==> config.mk <==
export PLATFORM = sky130hd
export DESIGN_NAME = lsu_req
export DESIGN_NICKNAME = d
export VERILOG_FILES = /design/src/rtl/lsu_req.sv
export SDC_FILE = /design/constraint.sdc
export NUM_CORES = 1
export LEC_CHECK = 0
export CAP_MARGIN = 10
export CORE_MARGIN = 2
export CORE_UTILIZATION = 46
export DETAILED_ROUTE_END_ITERATION = 12
export GPL_TIMING_DRIVEN = 0
export MAX_ROUTING_LAYER = met4
export PLACE_DENSITY = 0.85
export SKIP_CTS_REPAIR_TIMING = 1
export SLEW_MARGIN = 20
export SYNTH_ARGS = -nofsm -noshare
export SYNTH_HDL_FRONTEND = slang
export SYNTH_SLANG_ARGS = --single-unit
export TNS_END_PERCENT = 10
==> constraint.sdc <==
create_clock -name clk -period 4.65 [get_ports clk]
set_input_delay 0.6975 -clock clk [delete_from_list [all_inputs] [get_ports clk]]
set_output_delay 0.6975 -clock clk [all_outputs]
set_load 0.02 [all_outputs]
==> src/rtl/lsu_req.sv <==
// Load/store request side: decodes DTCM/ITCM target, formats stores, runs the
// valid/ready request and returns right-aligned load data to writeback.
`ifndef ZCRV_XLEN
`define ZCRV_XLEN 32
`endif

// state | meaning
// IDLE  | waiting for a load/store from ID/EX
// REQ   | req_valid high toward selected TCM, mem_* stable
// WAIT  | request accepted, waiting for rsp_valid
// DONE  | one-cycle completion: result or error pulse
module lsu_req #(
  parameter logic [31:0] DTCM_BASE = 32'h8000_0000,
  parameter logic [31:0] DTCM_MASK = 32'hFFFF_0000,
  parameter logic [31:0] ITCM_BASE = 32'h0000_0000,
  parameter logic [31:0] ITCM_MASK = 32'hFFFF_0000,
  parameter int          TIMEOUT   = 16
) (
  input  logic                  clk,
  input  logic                  rst,
  input  logic                  ls_valid_from_idex,
  input  logic                  rden_from_idex,
  input  logic [4:0]            load_info_from_idex,
  input  logic [2:0]            store_info_from_idex,
  input  logic [`ZCRV_XLEN-1:0] ls_addr_from_idex,
  input  logic [`ZCRV_XLEN-1:0] ls_wdata_from_idex,
  output logic                  lsu_stall_to_idex,
  output logic                  dtcm_req_valid,
  input  logic                  dtcm_req_ready,
  output logic                  itcm_req_valid,
  input  logic                  itcm_req_ready,
  output logic [`ZCRV_XLEN-1:0] mem_addr,
  output logic                  mem_we,
  output logic [3:0]            mem_wmask,
  output logic [`ZCRV_XLEN-1:0] mem_wdata,
  input  logic                  dtcm_rsp_valid,
  input  logic [`ZCRV_XLEN-1:0] dtcm_rsp_rdata,
  input  logic                  itcm_rsp_valid,
  input  logic [`ZCRV_XLEN-1:0] itcm_rsp_rdata,
  output logic                  res_dtcm_to_wb,
  output logic                  res_itcm_to_wb,
  output logic [`ZCRV_XLEN-1:0] data_dtcm_to_wb,
  output logic [`ZCRV_XLEN-1:0] data_itcm_to_wb,
  output logic                  ls_addr_error_to_wb,
  output logic                  ls_buserr_to_wb
);
  localparam int TMO_W = $clog2(TIMEOUT + 1);
  localparam logic [TMO_W-1:0] TMO_LAST = TMO_W'(TIMEOUT - 1);

  typedef enum logic [1:0] {IDLE, REQ, WAIT, DONE} state_t;
  state_t state;

  logic             tgt_dtcm;
  logic             op_load;
  logic [1:0]       addr_lo;
  logic [TMO_W-1:0] tmo_cnt;

  logic        dtcm_hit, itcm_hit, is_half, is_word, misaligned;
  logic        sel_ready, sel_rsp;
  logic [31:0] sel_rdata, st_wdata;
  logic [3:0]  st_wmask;
  logic        unused_ok;

  // load_info = {lb,lh,lw,lbu,lhu}, store_info = {sb,sh,sw}; byte ops never misalign
  assign is_half    = rden_from_idex ? (load_info_from_idex[3] | load_info_from_idex[0])
                                     : store_info_from_idex[1];
  assign is_word    = rden_from_idex ? load_info_from_idex[2] : store_info_from_idex[0];
  assign misaligned = (is_half & ls_addr_from_idex[0]) |
                      (is_word & (ls_addr_from_idex[1:0] != 2'b00));
  assign dtcm_hit   = (ls_addr_from_idex & DTCM_MASK) == DTCM_BASE;
  assign itcm_hit   = (ls_addr_from_idex & ITCM_MASK) == ITCM_BASE;
  assign unused_ok  = ^{load_info_from_idex[4], load_info_from_idex[1]};

  always_comb begin
    st_wdata = ls_wdata_from_idex;
    st_wmask = 4'b1111;
    if (store_info_from_idex[2]) begin
      st_wdata = {4{ls_wdata_from_idex[7:0]}};
      st_wmask = 4'b0001 << ls_addr_from_idex[1:0];
    end else if (store_info_from_idex[1]) begin
      st_wdata = {2{ls_wdata_from_idex[15:0]}};
      st_wmask = ls_addr_from_idex[1] ? 4'b1100 : 4'b0011;
    end
  end

  assign sel_ready = tgt_dtcm ? dtcm_req_ready : itcm_req_ready;
  assign sel_rsp   = tgt_dtcm ? dtcm_rsp_valid : itcm_rsp_valid;
  assign sel_rdata = (tgt_dtcm ? dtcm_rsp_rdata : itcm_rsp_rdata) >> {addr_lo, 3'b000};

  assign lsu_stall_to_idex = ls_valid_from_idex & (state != DONE);

  always_ff @(posedge clk) begin
    if (rst) begin
      state               <= IDLE;
      tgt_dtcm            <= 1'b0;
      op_load             <= 1'b0;
      addr_lo             <= 2'b00;
      tmo_cnt             <= '0;
      dtcm_req_valid      <= 1'b0;
      itcm_req_valid      <= 1'b0;
      mem_addr            <= '0;
      mem_we              <= 1'b0;
      mem_wmask           <= 4'b0000;
      mem_wdata           <= '0;
      res_dtcm_to_wb      <= 1'b0;
      res_itcm_to_wb      <= 1'b0;
      data_dtcm_to_wb     <= '0;
      data_itcm_to_wb     <= '0;
      ls_addr_error_to_wb <= 1'b0;
      ls_buserr_to_wb     <= 1'b0;
    end else begin
      // completion/error flags are single-cycle pulses, set only on entry to DONE
      res_dtcm_to_wb      <= 1'b0;
      res_itcm_to_wb      <= 1'b0;
      ls_addr_error_to_wb <= 1'b0;
      ls_buserr_to_wb     <= 1'b0;
      case (state)
        IDLE: begin
          if (ls_valid_from_idex) begin
            op_load  <= rden_from_idex;
            addr_lo  <= ls_addr_from_idex[1:0];
            tgt_dtcm <= dtcm_hit;
            if (misaligned) begin
              ls_addr_error_to_wb <= 1'b1;
              state               <= DONE;
            end else if (!dtcm_hit && !itcm_hit) begin
              ls_buserr_to_wb <= 1'b1;
              state           <= DONE;
            end else begin
              tmo_cnt        <= '0;
              dtcm_req_valid <= dtcm_hit;
              itcm_req_valid <= !dtcm_hit;
              mem_addr       <= {ls_addr_from_idex[31:2], 2'b00};
              mem_we         <= !rden_from_idex;
              mem_wmask      <= rden_from_idex ? 4'b1111 : st_wmask;
              mem_wdata      <= st_wdata;
              state          <= REQ;
            end
          end
        end
        REQ: begin
          tmo_cnt <= tmo_cnt + 1'b1;
          if (sel_ready) begin
            dtcm_req_valid <= 1'b0;
            itcm_req_valid <= 1'b0;
            state          <= WAIT;
          end else if (tmo_cnt >= TMO_LAST) begin
            dtcm_req_valid  <= 1'b0;
            itcm_req_valid  <= 1'b0;
            ls_buserr_to_wb <= 1'b1;
            state           <= DONE;
          end
        end
        WAIT: begin
          tmo_cnt <= tmo_cnt + 1'b1;
          if (sel_rsp) begin
            if (tgt_dtcm) begin
              res_dtcm_to_wb <= 1'b1;
              if (op_load) data_dtcm_to_wb <= sel_rdata;
            end else begin
              res_itcm_to_wb <= 1'b1;
              if (op_load) data_itcm_to_wb <= sel_rdata;
            end
            state <= DONE;
          end else if (tmo_cnt >= TMO_LAST) begin
            ls_buserr_to_wb <= 1'b1;
            state           <= DONE;
          end
        end
        DONE:    state <= IDLE;
        default: state <= IDLE;
      endcase
    end
  end
endmodule

==> results of run 1 <==
-- Yosys cell counts (all sizes together) (6+ instances only) --
library cell and count:
clkbuf 35, a21oi 74, mux4 16, a311oi 18, buf 30, o21ai 22
nor3 6, a211oi 36, ha 7, nor2 81, nor2b 9, mux2i 50
and3 17, dfxtp 148, nand3 7, inv 9, nand2 162, nand2b 12
-- through the flow --
| stage | power (mW) | hold WS (ps) | setup WS, ps | instances | util, % |
|---|---|---|---|---|---|
| 2_1_floorplan | 1.699 | 449.9 | 2503 | 772 | - |
| 3_3_place_gp | 1.965 | 440.6 | 1692 | 1228 | 68.90 |
| 3_5_place_dp | 1.976 | 445.3 | 1663 | 1228 | 68.90 |
| 4_1_cts | 3.422 | 453.1 | 2086 | 1258 | 73.35 |
| 5_1_grt | 3.543 | 464.2 | 1947 | 1259 | 73.37 |
| 6_report | 3.428 | 452.2 | 2059 | 1259 | 73.37 |
-- power breakdown --
group	internal [mW]	total, mW	switching (mW)
Clock	0.932	1.46	0.528
Sequential	1.30	1.32	0.0201
Combinational	0.281	0.651	0.370
Total	2.51	3.43	0.918
-- logic make-up after synthesis --
logic type | synth area share (%)
AO/OA/AOI/OAI | 15.57
flip-flops | 44.58
AND/OR/NAND/NOR | 20.35
other | 0.05642
adder cells (fa/ha/maj) | 1.318
multiplexers | 13.12
buffers and inverters | 5.008
-- routing by layer --
metal | vias to the layer above | part of all wire, % | wire, um
li1 | 3273 | - | -
met1 | 3338 | 38 | 9498
met2 | 409 | 49 | 12050
met3 | 45 | 10 | 2557
met4 | 0 | 2.7 | 669
met5 | - | 0 | 0
-- worst min-delay path: stages (launching register included) --
cell and delay, ps:
dfxtp_1 300, nand2_1 50, a21oi_1 50
-- final cells by class --
class,count,area [sq um]
tap,180,225.2
timing repair buffer,276,2763
inverter,9,33.78
buffer,65,299.0
clock buffer,21,470.5
clock inverter,9,152.6
fill,1086,3725
multi-input combinational,550,3354
antenna,1,2.502
sequential,148,2963
-- registers in the layout, summed over array words and instances (netlist names), 2 cells and up --
name             cells
data_dtcm_to_wb     32
addr_lo              2
mem_addr            30
mem_wdata           32
mem_wmask            4
data_itcm_to_wb     32
state                2
tmo_cnt              5
-- worst max path at each step --
stage	from	to	slack [ps]	cells past startpoint
floorplan	ls_addr_from_idex[19]	mem_addr[23]	2500	6
global placement	ls_addr_from_idex[16]	mem_wmask[2]	1690	6
detailed placement	ls_addr_from_idex[16]	mem_wmask[2]	1660	6
CTS	ls_valid_from_idex	lsu_stall_to_idex	2090	4
global route	ls_addr_from_idex[16]	mem_wdata[13]	1950	6
finish	ls_valid_from_idex	lsu_stall_to_idex	2060	4
==> impl_metrics.csv, run 1 <==
group,metric,value,unit
synthesis,yosys_most_used_dff,"dfxtp_1",
floorplanning,rows,43,
final_layout,syn_to_final_growth,54.42,%
synthesis,synth_top_area_share,44.58,%
pwr,power-per-cell-area,334.0,mW/mm^2
floorplanning,die_area,0.01543,sq mm
global_route,grt_max_degree,17,
final_layout,layout_common_cells,"clkdlybuf4s50_1 (276), nand2_1 (162), dfxtp_1 (148)",
synthesis,syn_area_per_cell,8.620,sq um
setup_path,r2r_start,"addr_lo[0]",
global_route,grt_use_met3,10.11,%
synthesis,netlist_top_cells_area,"dfxtp_1 (45%), nand2_1 (9.1%), mux2i_1 (7.5%)",
final_layout,mostFrequentLayoutCell,"clkdlybuf4s50_1",
timing,worst_pin_slew,787.4,ps
global_route,groute.usage.overall,32.04,%
timing,period_needed,2591,ps
place,place_area,0.009638,sq mm
floorplanning,die_h,124.2,um
pwr,p_leak,3.542,nW
global_route,use_met2,52.49,%
worst_hold_path,hold_start,"mem_addr[6]",
worst_hold_path,hold_path_depth,2,
timing,fmax,385.9,MHz
global_route,grt_pass1_vias,6853,
synthesis,synth_cells,771,
route,detail_route.vias_per_cell,5.612,
setup_path,r2r_cells,5,
global_route,grt_pass1_wl,37.73,mm
timing,setup_violations,0,
route,antenna_left,0,
synthesis,async_flop_share,0,%
setup_path,crit_chain,"clkbuf_1 -> inv_1 -> nor2_1 -> clkdlybuf4s50_1",
setup_path,worst_setup_path_end_kind,"output port",
timing,rsz0062_at_grt,"no",
synthesis,yosysSeqAreaShare,44.58,%
synthesis,yosysUniqueCellTypes,45,
pwr,peakVddDrop,220.9,uV
setup_path,path_buf_inv,3,
run_status,outcome,"finished, final reports clean",
setup_path,crit_family,"buffers and inverters",
place,dp_hpwl,18.83,mm
setup_path,arrival,1890,ps
route,drcViolationCount,0,
synthesis,syn_area,0.006646,sq mm
floorplanning,core,0.01399,sq mm
setup_path,critical_path_class,"in2out",
floorplanning,start_util,47.51,%
synthesis,synth_area_leader_cell,"dfxtp_1",
clocking,cts_max_level,4,
global_route,met1_usage,36.87,%
final_layout,stdcell_area,0.01026,sq mm
floorplanning,ioPinCount,284,
clocking,cts_max_path_buffers,2,
setup_path,startpoint_type,"primary input",
route,vias,7065,
place,io_buffer_count,276,
synthesis,ys_seq_elements,148,
global_route,gr-max-usage-layer,"met2",
synthesis,yosys_warnings,0,
final_layout,layout-drive-gt1-share,7.421,%
clocking,cts_made_buffers,17,
route,drt-pass1-iter-count,5,
setup_path,path_max_fanout,7,
worst_hold_path,hp-class,"reg2reg",
timing,final_max_slew_viol_count,0,
clocking,clk_latency,430,ps
floorplanning,die_x,124.2,um
timing,finalCritPeriodShare,55.73,%
route,first_iter_violations,669,
setup_path,slowest_delay,640,ps
flow_run,cap_violations,0,
global_route,grt.overflow.total,0,
setup_path,worstReg2RegEnd,"data_itcm_to_wb[10]",
setup_path,cp_slowest_cell,"clkdlybuf4s50_1",
global_route,antenna_found_initial,1,
route,routedWlPerCell,19.68,um
final_layout,nets,1218,
place,place_congestion,0.9245,
worst_hold_path,holdPathEnd,"mem_addr[6]",
clocking,clk_pin_slew,50,ps
timing,fin_skew,8.179,ps
synthesis,synth_edf_count,0,
setup_path,crit_required,3950,ps
setup_path,worst-r2r-setup-slack,2300,ps
clocking,cts_tree,"done",
clocking,clock_sinks,148,
timing,relSlewSlack,47.51,%
route,wirelength,24.78,mm
timing,final_hold_viol_count,0,
clocking,cts-root-buf,"clkbuf_16",
timing,setup-tns-final,0,ps
No activity file was read; power rests on OpenSTA's default activity.
==> run 2, diff against run 1 <==
CORE_UTILIZATION = 43   (was 46)
PLACE_DENSITY = 0.8   (was 0.85)
clock period = 2.6 ns   (was 4.65 ns; I/O delays follow)
==> impl_metrics.csv, run 2 (synthesis results as in run 1) <==
group,metric,value,unit
run_status,outcome,"finished, final reports clean",
final_layout,ff_latch_area,0.002963,sq mm
global_route,grt_max_degree,17,
global_route,antenna_found_initial,0,
final_layout,finalNonFillerCells,1266,
setup_path,arrival,2550,ps
route,wirelength,24.19,mm
setup_path,worst_setup_path_end_kind,"register",
final_layout,nFillCells,1250,
clocking,cts_made_buffers,17,
route,detail_route.vias_per_cell,5.514,
place,dp_hpwl,18.40,mm
pwr,peakVddDrop,462.0,uV
clocking,clk_pin_slew,60,ps
final_layout,utilization,67.91,%
global_route,groute.usage.overall,29.77,%
route,antenna_left,0,
final_layout,layout_common_cells,"clkdlybuf4s50_1 (276), nand2_1 (162), dfxtp_1 (148)",
clocking,cts-root-buf,"clkbuf_16",
floorplanning,start_util,43.88,%
timing,relSlewSlack,47.36,%
route,first_iter_violations,522,
timing,fmax,439.7,MHz
worst_hold_path,hp-class,"in2reg",
route,routedWlPerCell,19.11,um
place,place_area,0.009648,sq mm
final_layout,layout-drive-gt1-share,7.421,%
setup_path,crit_chain,"buf_2 -> buf_4 -> mux2i_1 -> mux2i_1 -> mux2i_1 -> a211oi_1",
timing,period_needed,2274,ps
place,io_buffer_count,276,
place,dp_slack,-59.36,ps
floorplanning,die_h,128.3,um
flow_run,cap_violations,0,
setup_path,critical_path_class,"reg2reg",
timing,final_hold_viol_count,0,
pwr,p_total,6.192,mW
timing,finalCritPeriodShare,87.48,%
timing,rsz0062_at_grt,"no",
clocking,clock_sinks,148,
final_layout,syn_to_final_growth,54.74,%
setup_path,slowest_delay,580,ps
timing,setup_violations,0,
clocking,cts_tree,"done",
route,drt-pass1-iter-count,5,
pwr,power-per-cell-area,602.1,mW/mm^2
setup_path,crit_required,2880,ps
floorplanning,ioPinCount,284,
final_layout,biggestRegsByFlops,"data_dtcm_to_wb (32), data_itcm_to_wb (32), mem_wdata (32)",
floorplanning,die_x,128.3,um
setup_path,cp_slowest_cell,"mux2i_1",
route,drcViolationCount,0,
floorplanning,die_area,0.01647,sq mm
final_layout,nets,1218,
clocking,cts_max_level,4,
final_layout,antenna_cells,0,
setup_path,path_max_fanout,10,
timing,worst_pin_slew,789.6,ps
global_route,grt_pass1_wl,36.23,mm
clocking,cts_max_path_buffers,2,
route,vias,6981,
pwr,p_leak,3.553,nW
final_layout,mostFrequentLayoutCell,"clkdlybuf4s50_1",
setup_path,startpoint_type,"register",
place,place_congestion,0.9517,
floorplanning,core,0.01515,sq mm
final_layout,multi_input_area,0.003354,sq mm
final_layout,stdcell_area,0.01028,sq mm
place,dp.cells,1236,
global_route,grt_pass1_vias,6708,
global_route,grt.overflow.total,0,
timing,timing.final.ws_setup,325.6,ps
timing,fin_skew,10.10,ps
setup_path,path_common_cell,"mux2i_1",
floorplanning,rows,45,
clocking,clk_latency,420,ps
timing,final_max_slew_viol_count,0,
-- run 2: cell type report --
type / instances / share of cell area, %
sequential: 148 / 28.81
clock buffer: 20 / 4.440
inverter: 9 / 0.3285
clock inverter: 10 / 1.752
buffer: 65 / 2.908
timing repair buffer: 276 / 26.86
tap: 188 / 2.287
multi-input combinational: 550 / 32.62
-- run 2: worst max-delay path, delay by kind of cell (launching register included) --
kind / cells / cell delay [ps]
muxes: 3 / 1100
buffers and inverters: 2 / 620
DFF: 1 / 300
AOI/OAI and AO/OA: 1 / 110
-- run 2: per-stage QoR --
step	hold WS, ps	TNS [ps]
after floorplan	449.9	0
after global placement	441.3	-411.3
after detailed placement	446.4	-507.3
after CTS	251.7	0
after global routing	271.0	0
final	262.9	0
-- run 2: path summary, 6_finish.rpt --
| path | start | endpoint | slack (ps) | cells past startpoint |
|---|---|---|---|---|
| max | tgt_dtcm | data_dtcm_to_wb[1] | 330 | 6 |
| min | rden_from_idex | op_load | 260 | 3 |
| max reg2reg | tgt_dtcm | data_dtcm_to_wb[1] | 330 | 6 |
| min reg2reg | data_dtcm_to_wb[26] | data_dtcm_to_wb[26] | 450 | 2 |
-- run 2: power breakdown --
part	internal (mW)	switching, mW	leakage, nW
Combinational	0.501	0.647	2.05
Clock	1.74	0.947	0.308
Sequential	2.32	0.0386	1.19
Total	4.56	1.63	3.55
-- run 2: routing by layer --
layer / track usage (%) / part of all wire (%) / wire length [um]
met3: 8.222 / 9.9 / 2393
met2: 48.19 / 47 / 11340
met1: 34.29 / 39 / 9523
met4: 13.90 / 3.9 / 940
met5: - / 0 / 0
==> run 3, diff against run 2 <==
CELL_PAD_IN_SITES_DETAIL_PLACEMENT = 0   (was not set)
CELL_PAD_IN_SITES_GLOBAL_PLACEMENT = 1   (was not set)
CORE_UTILIZATION = 31   (was 43)
PLACE_DENSITY = 0.81   (was 0.8)
==> impl_metrics.csv, run 3 (synthesis results as in run 1) <==
group,metric,value,unit
run_status,outcome,"finished, final reports clean",
route,drt-pass1-iter-count,4,
final_layout,nFillCells,2059,
global_route,groute.usage.overall,23.09,%
clocking,cts_made_buffers,17,
timing,setup_violations,0,
final_layout,mostFrequentLayoutCell,"clkdlybuf4s50_1",
floorplanning,die_area,0.02263,sq mm
setup_path,path_max_fanout,10,
timing,period_needed,2481,ps
final_layout,layout_common_cells,"clkdlybuf4s50_1 (276), nand2_1 (162), dfxtp_1 (148)",
floorplanning,die_x,150.4,um
clocking,clk_pin_slew,60,ps
route,detail_route.vias_per_cell,4.945,
clocking,cts_tree,"done",
route,wl_met3,2.788,mm
worst_hold_path,hp-class,"in2reg",
place,place_congestion,0.8721,
route,wl_met1,10.52,mm
global_route,antenna_found_initial,0,
route,wirelength,25.82,mm
timing,worst_pin_slew,786.6,ps
worst_hold_path,hold_path_depth,3,
floorplanning,core,0.02102,sq mm
setup_path,r2r_cells,6,
final_layout,biggestRegsByFlops,"data_dtcm_to_wb (32), data_itcm_to_wb (32), mem_wdata (32)",
place,dp_slack,-88.87,ps
route,first_iter_violations,326,
setup_path,critical_path_class,"reg2reg",
timing,rsz0062_at_grt,"no",
route,routedWlPerCell,19.06,um
final_layout,layout-drive-gt1-share,7.685,%
place,dp_hpwl,19.97,mm
clocking,clk_latency,430,ps
place,dp.cells,1323,
final_layout,finalNonFillerCells,1355,
setup_path,arrival,2760,ps
setup_path,startpoint_type,"register",
timing,finalCritPeriodShare,95.41,%
place,place_area,0.009757,sq mm
place,io_buffer_count,276,
setup_path,endpoint,"data_itcm_to_wb[3]",
flow_run,cap_violations,0,
worst_hold_path,hold_start,"rden_from_idex",
pwr,p_leak,3.533,nW
setup_path,worstReg2RegEnd,"data_itcm_to_wb[3]",
setup_path,worst_setup_path_end_kind,"register",
route,top_layer,"met4",
final_layout,ff_latch_area,0.002963,sq mm
setup_path,worst-r2r-setup-slack,120,ps
setup_path,r2r_start,"tgt_dtcm",
clocking,cts_max_path_buffers,2,
timing,setup-tns-final,0,ps
timing,relSlewSlack,47.56,%
timing,timing.final.ws_setup,119.3,ps
floorplanning,start_util,31.62,%
timing,final_hold_viol_count,0,
final_layout,antenna_cells,0,
setup_path,crit_start,"tgt_dtcm",
route,vias,6701,
final_layout,stdcell_area,0.01035,sq mm
clocking,cts_max_level,4,
clocking,clock_sinks,148,
global_route,grt.overflow.total,0,
floorplanning,ioPinCount,284,
route,wl_met2,12.02,mm
route,antenna_left,0,
final_layout,nets,1218,
final_layout,utilization,49.26,%
floorplanning,rows,53,
timing,fmax,403.1,MHz
clocking,cts-root-buf,"clkbuf_16",
global_route,grt_pass1_wl,38.25,mm
floorplanning,die_h,150.4,um
setup_path,crit_required,2880,ps
timing,final_max_slew_viol_count,0,
global_route,grt_max_degree,17,
route,drcViolationCount,0,
pwr,peakVddDrop,452.0,uV
timing,fin_skew,9.873,ps
final_layout,syn_to_final_growth,55.80,%
global_route,grt_pass1_vias,6758,
final_layout,multi_input_area,0.003354,sq mm
pwr,power-per-cell-area,580.0,mW/mm^2
run 3: changes by cell type in the layout (fill, tap and decap cells not counted):
cell	delta
bufinv_16	-4
inv_8	+1
inv_6	+2
clkbuf_8	+2
clkbuf_1	-1
clkinv_2	-3
clkinv_4	+5
run 3: report_power, final:
group	total (mW)	leakage (nW)	switching, mW	internal, mW
clock network	2.49	0.288	1.05	1.44
logic	1.16	2.05	0.658	0.500
registers	2.35	1.19	0.0359	2.32
total	6.01	3.53	1.75	4.26
run 3: worst max-delay path, stage by stage (launching register included):
cell	delay [ps]
dfxtp_1	310
buf_2	320
buf_4	320
mux2i_1	650
mux2i_1	250
mux2i_1	350
a211oi_1	130
run 3: metal layers:
metal  vias to the layer above  global-route usage, %
met1                      3106                  26.73
met2                       292                  37.89
met3                        25                  7.697
met5                         -                      -
met4                         0                  7.217
li1                       3278                      -
run 3: worst min path at each step:
stage	end	slack (ps)
after global placement	mem_addr[8]	440
after global routing	op_load	280
final	mem_we	280
after floorplan	op_load	450
after CTS	mem_we	260
after detailed placement	mem_wdata[27]	450
run 3: per-stage QoR:
stage | total power [mW] | hold WS [ps]
after floorplan | 3.038 | 449.9
after global placement | 3.552 | 441.4
after detailed placement | 3.560 | 445.6
after CTS | 6.054 | 264.4
after global routing | 6.248 | 283.7
final | 6.006 | 282.9
run 3: cell type report:
class                      count  area share (%)
clock inverter                11           1.136
sequential                   148           28.61
multi-input combinational    550           32.40
clock buffer                  21           4.640
buffer                        65           2.888
timing repair buffer         276           26.68
inverter                       9          0.3262
tap                          275           3.323
==> variant: new RTL, config.mk and constraints of run 2 <==
Change the parameter `TIMEOUT` from 16 to 32.
--- a/src/rtl/lsu_req.sv
+++ b/src/rtl/lsu_req.sv
@@ -16,3 +16,3 @@
   parameter logic [31:0] ITCM_MASK = 32'hFFFF_0000,
-  parameter int          TIMEOUT   = 16
+  parameter int          TIMEOUT   = 32
 ) (
Behaviour: same outputs for any inputs over 4 cycles, from zero or initial values and one cycle with rst high; that may be too few to reach the edited logic, so the function may still have changed.
==> variant against run 2 <==
- wire length up 1.6%
- core utilization up 0.79 points
- global-route usage about the same
- die area up 1.5%
- worst hold slack better by 0.0012 ns
- largest cell class unchanged
- sequential share of layout area down 0.35 points
- power up 4.0%
- highest routed layer unchanged
- sequential cell count up 1
- clock skew down 0.0046 ns
- synthesized area up 1.6%
- cell area up 1.9%
- worst setup slack better by 0.049 ns
==> variant: results (changes against run 2) <==
Synth warnings=0 (unchanged); met2 usage=51.0% (was 48.2%); vias in the first global route=6699 (was 6708); first-pass GRT wire length=36300 um (was 36200 um); final hold violation count=0 (unchanged); Fillers=1217 (was 1250); GPL Wtd Cong=0.923 (was 0.952); xor/xnor share of the synthesized area=0% (unchanged); Max rail drop VDD=0.000452 V (was 0.000462 V); final non-filler cell total=1288 (was 1266); sequential fraction of the synthesis area=44.2% (was 44.6%); Setup WS pre-CTS=0.136 ns (was -0.0594 ns); initial antenna violation count=0 (unchanged); top post-synthesis cells by area=dfxtp_1 44%, nand2_1 9.1%, mux2i_1 7.4%, mux4_2 5.3%, a21oi_1 5.3% (was dfxtp_1 45%, nand2_1 9.1%, mux2i_1 7.5%, a21oi_1 5.6%, mux4_2 5.4%); overall routing resource usage=29.7% (was 29.8%); port bufs=276 (unchanged); Mapped Cells=768 (was 771); asr flop ratio synth=0% (unchanged); layout cells sized above 1=9.10% (was 7.42%); Initial DRT Pass Iterations=6 (was 5); Setup-failing EPs final=0 (unchanged); WP data arrival=2.54 ns (was 2.55 ns); WL per Instance=19.1 um (about the same); WL met2=12100 um (was 11300 um); max_slew headroom=49.9% (was 47.4%); met3 usage=9.50% (was 8.22%); Leak=0.00359 uW (was 0.00355 uW); met3 wire length=2490 um (was 2390 um); Layout Nets=1214 (was 1218); class of the tightest hold or removal check=input port to flop (unchanged); clk root buf=clkbuf_16 (unchanged); H-tree levels=4 (unchanged); GRT met1 Usage=32.1% (was 34.3%); DR top layer=met4 (unchanged); post-synthesis mux area share=12.7% (was 13.1%); M1 WL=9300 um (was 9520 um); First DRT Iteration DRCs=502 (was 522); status=finished clean (unchanged); worst-path maximum fanout=10 (unchanged); top flop regs=data_dtcm_to_wb (32), data_itcm_to_wb (32), mem_wdata (32) (unchanged); placed cell areas=9780 sq um (was 9650 sq um); number of unique standard cell types used by synthesis=40 (was 45); HPWL after DPL=18600 um (was 18400 um); Worst Clk Skew=0.00545 ns (was 0.0101 ns); Post-Synth Adder-Cell Area=1.11% (was 1.32%); hold depth=3 (unchanged); via count=6860 (was 6981); Post-synth top cells=164 x nand2_1, 149 x dfxtp_1, 80 x nor2_1 (was 162 x nand2_1, 148 x dfxtp_1, 81 x nor2_1); FF-to-FF path depth=8 (was 6); Max clock buf depth=2 (unchanged); Synth Area in Compound Gates=16.7% (was 15.6%)
## variant: cell types whose count changed in the layout (fill, tap and decap cells not counted), sizes merged, moves of 3 or more
cell,run 2,this run
a21oi,74,71
a31oi,3,0
clkbuf,55,51
nand2b,12,15
nor2b,9,12
o21ai,22,27
o22ai,5,1
## variant: layout make-up
type | count | area, sq um | area share [%]
multi-input cells | 550 | 3400 | 32.5
flip-flops and latches | 149 | 2980 | 28.5
repair buffers | 276 | 2760 | 26.4
clock buffers | 17 | 425 | 4.06
plain buffers | 65 | 350 | 3.34
clock inverters | 15 | 274 | 2.61
well taps | 211 | 264 | 2.52
inverters | 5 | 18.8 | 0.179
## variant: path summary, 6_finish.rpt
path | slack (ns) | to | start
max reg2reg | 0.37 | dtcm_req_valid$_SDFFE_PP0P_ | state[0]$_SDFFE_PP0P_
max | 0.37 | dtcm_req_valid$_SDFFE_PP0P_ | state[0]$_SDFFE_PP0P_
min reg2reg | 0.45 | mem_wdata[31]$_SDFFE_PP0P_ | mem_wdata[31]$_SDFFE_PP0P_
min | 0.26 | op_load$_SDFFE_PP0P_ | rden_from_idex
## variant: critical path, stage by stage (launching register included)
cell and delay (ns):
dfxtp_1 0.33, inv_1 0.14, ha_1 0.27, and2_1 0.15, clkbuf_1 0.23, nand3_1 0.28, clkbuf_1 0.32, a32oi_1 0.27
o21ai_0 0.12
## variant: cell families (layout without fill, tap and decap cells)
family / Yosys count / count (layout)
buffers and inverters: 70 / 378
and+or+nand+nor: 312 / 312
adders and majority gates: 6 / 6
muxes: 66 / 66
AOI/OAI and AO/OA: 164 / 164
DFF: 149 / 149
other: 1 / 2
## variant: power breakdown
group | switching (uW) | total (uW) | internal [uW]
Clock | 1050 | 2950 | 1910
Sequential | 34.4 | 2370 | 2330
Combinational | 610 | 1120 | 508
